**config.mk**
```make
export PLATFORM = sky130hd
export DESIGN_NAME = rr_req_arbiter
export DESIGN_NICKNAME = d
export VERILOG_FILES = /design/src/rtl/rr_arb_pkg.sv /design/src/rtl/rr_pick.sv /design/src/rtl/rr_req_arbiter.sv
export SDC_FILE = /design/constraint.sdc
export NUM_CORES = 1
export LEC_CHECK = 0
export CELL_PAD_IN_SITES_DETAIL_PLACEMENT = 0
export CELL_PAD_IN_SITES_GLOBAL_PLACEMENT = 1
export CORE_MARGIN = 5
export CORE_UTILIZATION = 36
export DETAILED_ROUTE_END_ITERATION = 16
export PLACE_DENSITY_LB_ADDON = 0.1
export SETUP_SLACK_MARGIN = 0.05
export SLEW_MARGIN = 20
export SYNTH_ARGS = -nofsm -noshare
export SYNTH_HDL_FRONTEND = slang
export SYNTH_SLANG_ARGS = --single-unit
```
**constraint.sdc**
```tcl
create_clock -name clk -period 1.5 [get_ports clk]
set_input_delay 0.3 -clock clk [delete_from_list [all_inputs] [get_ports clk]]
set_output_delay 0.3 -clock clk [all_outputs]
set_load 0.1 [all_outputs]
```
**src/rtl/rr_arb_pkg.sv**
```systemverilog
// rr_arb_pkg: shared types, default sizes and counter-width helper for the round-robin arbiter
package rr_arb_pkg;
  typedef enum logic {IDLE, GRANT} state_t;
  localparam int N_REQ_DEF = 4;
  localparam int MAX_HOLD_DEF = 16;
  function automatic int cnt_w(input int m);
    return (m < 1) ? 1 : $clog2(m + 1);
  endfunction
endpackage

```
**src/rtl/rr_pick.sv**
```systemverilog
// rr_pick: rotating-priority picker, first set req bit searching upward from last+1 with wrap
//   req   in  N_REQ  candidate requests
//   last  in  W      index of the previous winner
//   found out 1      any request present
//   win   out W      selected index (0 when none)
module rr_pick #(
  parameter int N_REQ = 4,
  parameter int W = $clog2(N_REQ)
) (
  input  logic [N_REQ-1:0] req,
  input  logic [W-1:0]     last,
  output logic             found,
  output logic [W-1:0]     win
);
  logic [W-1:0] w_idx;
  // Walk from the farthest offset down to last+1 so the nearest set bit is written last.
  always_comb begin
    found = |req;
    win = '0;
    w_idx = '0;
    for (int k = N_REQ; k >= 1; k--) begin
      w_idx = W'((int'(last) + k) % N_REQ);
      if (req[w_idx]) win = w_idx;
    end
  end
endmodule

```
**src/rtl/rr_req_arbiter.sv**
```systemverilog
// rr_req_arbiter: round-robin req/gnt arbiter with registered grant, owner-release and hold-timeout
//   clk      in   rising-edge clock
//   reset_n  in   asynchronous active-low reset
//   req      in   N_REQ  level requests
//   gnt      out  N_REQ  one-hot-or-zero registered grant
//   gnt_id   out  owner index, valid while busy
//   busy     out  resource owned
//   timeout  out  one-cycle pulse when a grant is force-revoked
//   RR_ARB_ASSERT_EN compiles in the handshake assertions.
module rr_req_arbiter import rr_arb_pkg::*; #(
  parameter int N_REQ = N_REQ_DEF,
  parameter int MAX_HOLD = MAX_HOLD_DEF
) (
  input  logic                     clk,
  input  logic                     reset_n,
  input  logic [N_REQ-1:0]         req,
  output logic [N_REQ-1:0]         gnt,
  output logic [$clog2(N_REQ)-1:0] gnt_id,
  output logic                     busy,
  output logic                     timeout
);
  localparam int W = $clog2(N_REQ);
  localparam int CW = cnt_w(MAX_HOLD);
  localparam logic [CW-1:0] HOLD_LAST = CW'((MAX_HOLD == 0) ? 0 : MAX_HOLD - 1);
  localparam logic [CW-1:0] HOLD_SAT = CW'(MAX_HOLD);
  state_t r_state, w_nxt;
  logic [N_REQ-1:0] r_gnt;
  logic [W-1:0] r_gnt_id, r_last, w_win;
  logic [CW-1:0] r_hold;
  logic r_timeout, w_found, w_own, w_rel, w_to;
  rr_pick #(.N_REQ(N_REQ), .W(W)) u_pick (.req(req), .last(r_last), .found(w_found), .win(w_win));
  always_ff @(posedge clk or negedge reset_n)
    if (!reset_n) begin
      r_state <= IDLE;
      r_gnt <= '0;
      r_gnt_id <= '0;
      r_last <= W'(N_REQ - 1);
      r_hold <= '0;
      r_timeout <= 1'b0;
    end else begin
      r_state <= w_nxt;
      r_timeout <= w_to;
      if (r_state == IDLE && w_found) begin
        r_gnt <= {{(N_REQ-1){1'b0}}, 1'b1} << w_win;
        r_gnt_id <= w_win;
        r_last <= w_win;
        r_hold <= '0;
      end else if (w_rel || w_to) r_gnt <= '0;
      else if (r_state == GRANT && r_hold != HOLD_SAT) r_hold <= r_hold + CW'(1);
    end
  // Release is checked first so a coincident release suppresses the timeout.
  always_comb begin
    w_own = req[r_gnt_id];
    w_rel = r_state == GRANT && !w_own;
    w_to = r_state == GRANT && w_own && MAX_HOLD > 0 && r_hold == HOLD_LAST;
    w_nxt = (r_state == IDLE) ? (w_found ? GRANT : IDLE) : ((w_rel || w_to) ? IDLE : GRANT);
  end
  always_comb begin
    gnt = r_gnt;
    gnt_id = r_gnt_id;
    busy = |r_gnt;
    timeout = r_timeout;
  end
`ifdef RR_ARB_ASSERT_EN
  localparam int BOUND = (N_REQ - 1) * (MAX_HOLD + 1) + 1;
  a_onehot: assert property (@(posedge clk) disable iff (!reset_n) $onehot0(gnt));
  a_idle_grant: assert property (@(posedge clk) disable iff (!reset_n) (r_state == IDLE && |req) |=> busy);
  a_to_idle: assert property (@(posedge clk) disable iff (!reset_n) timeout |-> !busy);
  for (genvar i = 0; i < N_REQ; i++) begin : g_sva
    a_gnt_req: assert property (@(posedge clk) disable iff (!reset_n) $rose(gnt[i]) |-> $past(req[i]));
    if (MAX_HOLD > 0) begin : g_live
      a_live: assert property (@(posedge clk) disable iff (!reset_n) (!busy && req[i]) |-> ##[1:BOUND] gnt[i]);
    end
  end
`else
`endif
endmodule

```
==> impl_results.md <==
- Starting density of the core: 0.375
- Async SR Flop Fraction: 1.00
- Post-DP HPWL: 1.45 mm
- Initial drt markers: 15
- Final Setup Violations: 10
- Vias/cell: 5.22
- Failing checks: negative setup slack
- Nets@finish: 128
- Status: finished with violations
- Worst hold path type: in -> async
- CTS Buffer Depth: 2
- Met1 Resource Use GR: 0.159
- Startpoint types: flop
- Commonest non-fill, non-tap cell in the layout: buf_4
- Complex-gate fraction of the synthesized area: 0.213
- Rel. slew slack: 0.765
- CP top delay family: simple AND/OR/NAND/NOR gates
- CP endpoint kind: primary output
- Final Max Tran Viols: 0
- Synthesized flop and latch total: 15
- Die Y: 58.0 um
- H-tree depth: 1
- Final worst slack: -0.280 ns
- I/O pin cnt: 14
- Synth Area per Inst: 10.8 um2
- Synth Area in XOR/XNOR: 0
- Final worst path period need: 1.78 ns
- M3 GR Usage: 0.0245
- Cell area after synthesis: 830 um2
- CP arrival: 1.48 ns
- Grt met2 use: 0.248
- Initial antenna violation count: 0
- Worst Skew: 0.00379 ns
- Hold Vio Cnt, Final: 0
- EDFF count, synth: 0
- Dominant synthesized flop cell: dfrtp_1
- Setup WS pre-CTS: -0.417 ns
- Seq/Total Area, Yosys: 0.456
- CTS tree: yes
- Root buf cell: clkbuf_4
- Post-route insts no fill: 146
- First-pass GRT wire length: 3.56 mm
- Core region area: 2210 um2
- Buffers and inverters on the worst path: 1
- Die width: 58.0 um
- Hold buffers post-CTS: 0
- Routed Wire Length: 2.21 mm
- TritonCTS Buffers: 3
- Pin count of the biggest net entering global routing: 16
- Worst-path maximum fanout: 2
- Adder-cell area share of the yosys netlist: 0.0452
- Achievable frequency: 562 MHz
- Area delta synth->final: 70.6%
- Leakage: 0.602 nW
- Row cnt: 17
- Avg WL per Cell: 15.1 um
- Post-route clock period utilization: 1.19
- Worst VDD drop: 1.57 mV
- Clk_lat worst skew: 0.28 ns
- Vias in the first global route: 767
- Critical Path Max Stage Delay: 0.53 ns
- Final ANT Viol Nets: 0
- Grt ovf: 0
- Antenna Cells: 0
- Share of cells above drive strength 1: 0.568
- Placed Cells incl. Taps: 135
- Worst path required time: 1.20 ns
- Yosys Warn Count: 0
- Worst path cell trace: or4_4 -> buf_12
- Mux share of post-synthesis cell area: 0.0664
- Synth Net Count: 86
- RSZ-0062 raised after global routing: yes
- Number of port buffers: 13
- Count of different cell masters after synthesis: 34
- Die area: 3360 um2
- Commonest non-fill, non-tap cells in the layout: 18 x buf_4, 8 x buf_12, 7 x inv_1, 7 x buf_6
- Simple-gate share of the synthesized area: 0.173
- Slew @ Worst Pin: 0.353 ns
- Vias: 762
- Cells after Synth: 77
- Main combinational cell family by area after synthesis: compound AO/OA/AOI/OAI gates
- Max Cap Viol: 0
- GRT Max-Usage Layer: met2
- Tot GR Track Use: 0.139
- Worst-path clk slew: 0.09 ns
- Setup CP Type: reg -> out
- Remaining DRCs: 0
- Slowest cell on the critical path: or4_4
- CTS Sinks: 15
- First-pass iteration count of the detailed router: 4
- Pwr Density: 2410 nW/um2
- Placer Congestion: 0.863
## cell usage after synthesis (2+ instances only)
| master | number | area, um2 |
|---|---|---|
| dfrtp_1 | 13 | 325 |
| inv_1 | 7 | 26.3 |
| nand2_1 | 4 | 15.0 |
| mux2_2 | 2 | 22.5 |
| nand3_1 | 4 | 20.0 |
| o211ai_1 | 2 | 15.0 |
| nor2b_1 | 2 | 12.5 |
| dfstp_2 | 2 | 52.6 |
| a22o_1 | 2 | 17.5 |
| nor2_1 | 6 | 22.5 |
| ha_1 | 3 | 37.5 |
| o31ai_1 | 4 | 30.0 |
| o21ai_0 | 5 | 25.0 |
## cell families (layout without fill, tap and decap cells)
logic type	count (synthesis)	in the layout
muxes	4	4
and+or+nand+nor	25	26
buffers and inverters	9	49
AOI/OAI and AO/OA	21	21
adders and majority gates	3	3
DFF	15	15
## what timing repair did
action,CTS,global route
pin swaps,14,4
buffers inserted,3,3
endpoints found under the setup margin,16,14
gates resized for setup,24,10
gates cloned,1,0
## metrics by stage
step / total power [mW] / TNS [ns] / utilization / hold WS [ns] / instance area (um2)
global placement: 2.88 / -5.04 / 0.552 / 0.487 / 1220
detailed placement: 2.90 / -5.18 / 0.552 / 0.490 / 1220
global route: 3.58 / -1.58 / 0.640 / 0.338 / 1420
floorplan: 2.05 / -1.64 / - / 0.00441 / 846
finish: 3.41 / -0.948 / 0.640 / 0.324 / 1420
CTS: 3.29 / -0.786 / 0.617 / 0.323 / 1360
## path summary, 6_finish.rpt
check / start / end / slack [ns] / cells past startpoint
setup / recovery: gnt[2] / busy / -0.28 / 2
hold / removal: reset_n / timeout / 0.32 / 2
setup reg to reg: gnt_id[0] / gnt[3] / -0.12 / 3
hold reg to reg: r_last[0] / r_last[0] / 0.54 / 2
max in group asynchronous: reset_n / r_last[0] / 0.93 / 2
min in group clk: r_last[0] / r_last[0] / 0.54 / 2
## registers in the layout, summed over array words and instances, names as in the netlist
register  cells
r_state       1
r_last        2
gnt_id        2
r_hold        5
gnt           4
timeout       1
## where the power goes
| part | internal [mW] | total [mW] | switching, mW |
|---|---|---|---|
| clock | 0.103 | 0.228 | 0.125 |
| combinational | 1.04 | 2.41 | 1.37 |
| sequential | 0.599 | 0.775 | 0.176 |
## routing by layer
layer	wire [um]	vias up
met2	1210	15
met1	886	371
li1	-	370
met5	0	-
met3	71	6
met4	46	0
## area by class of cell
| type | instances | area [um2] |
|---|---|---|
| clock buffer | 4 | 26.3 |
| fill | 191 | 797 |
| inverter | 7 | 26.3 |
| multi-input combinational | 54 | 517 |
| sequential | 15 | 392 |
| tap | 28 | 35.0 |
| timing repair buffer | 38 | 419 |
Power figures use the tool's default switching activity.
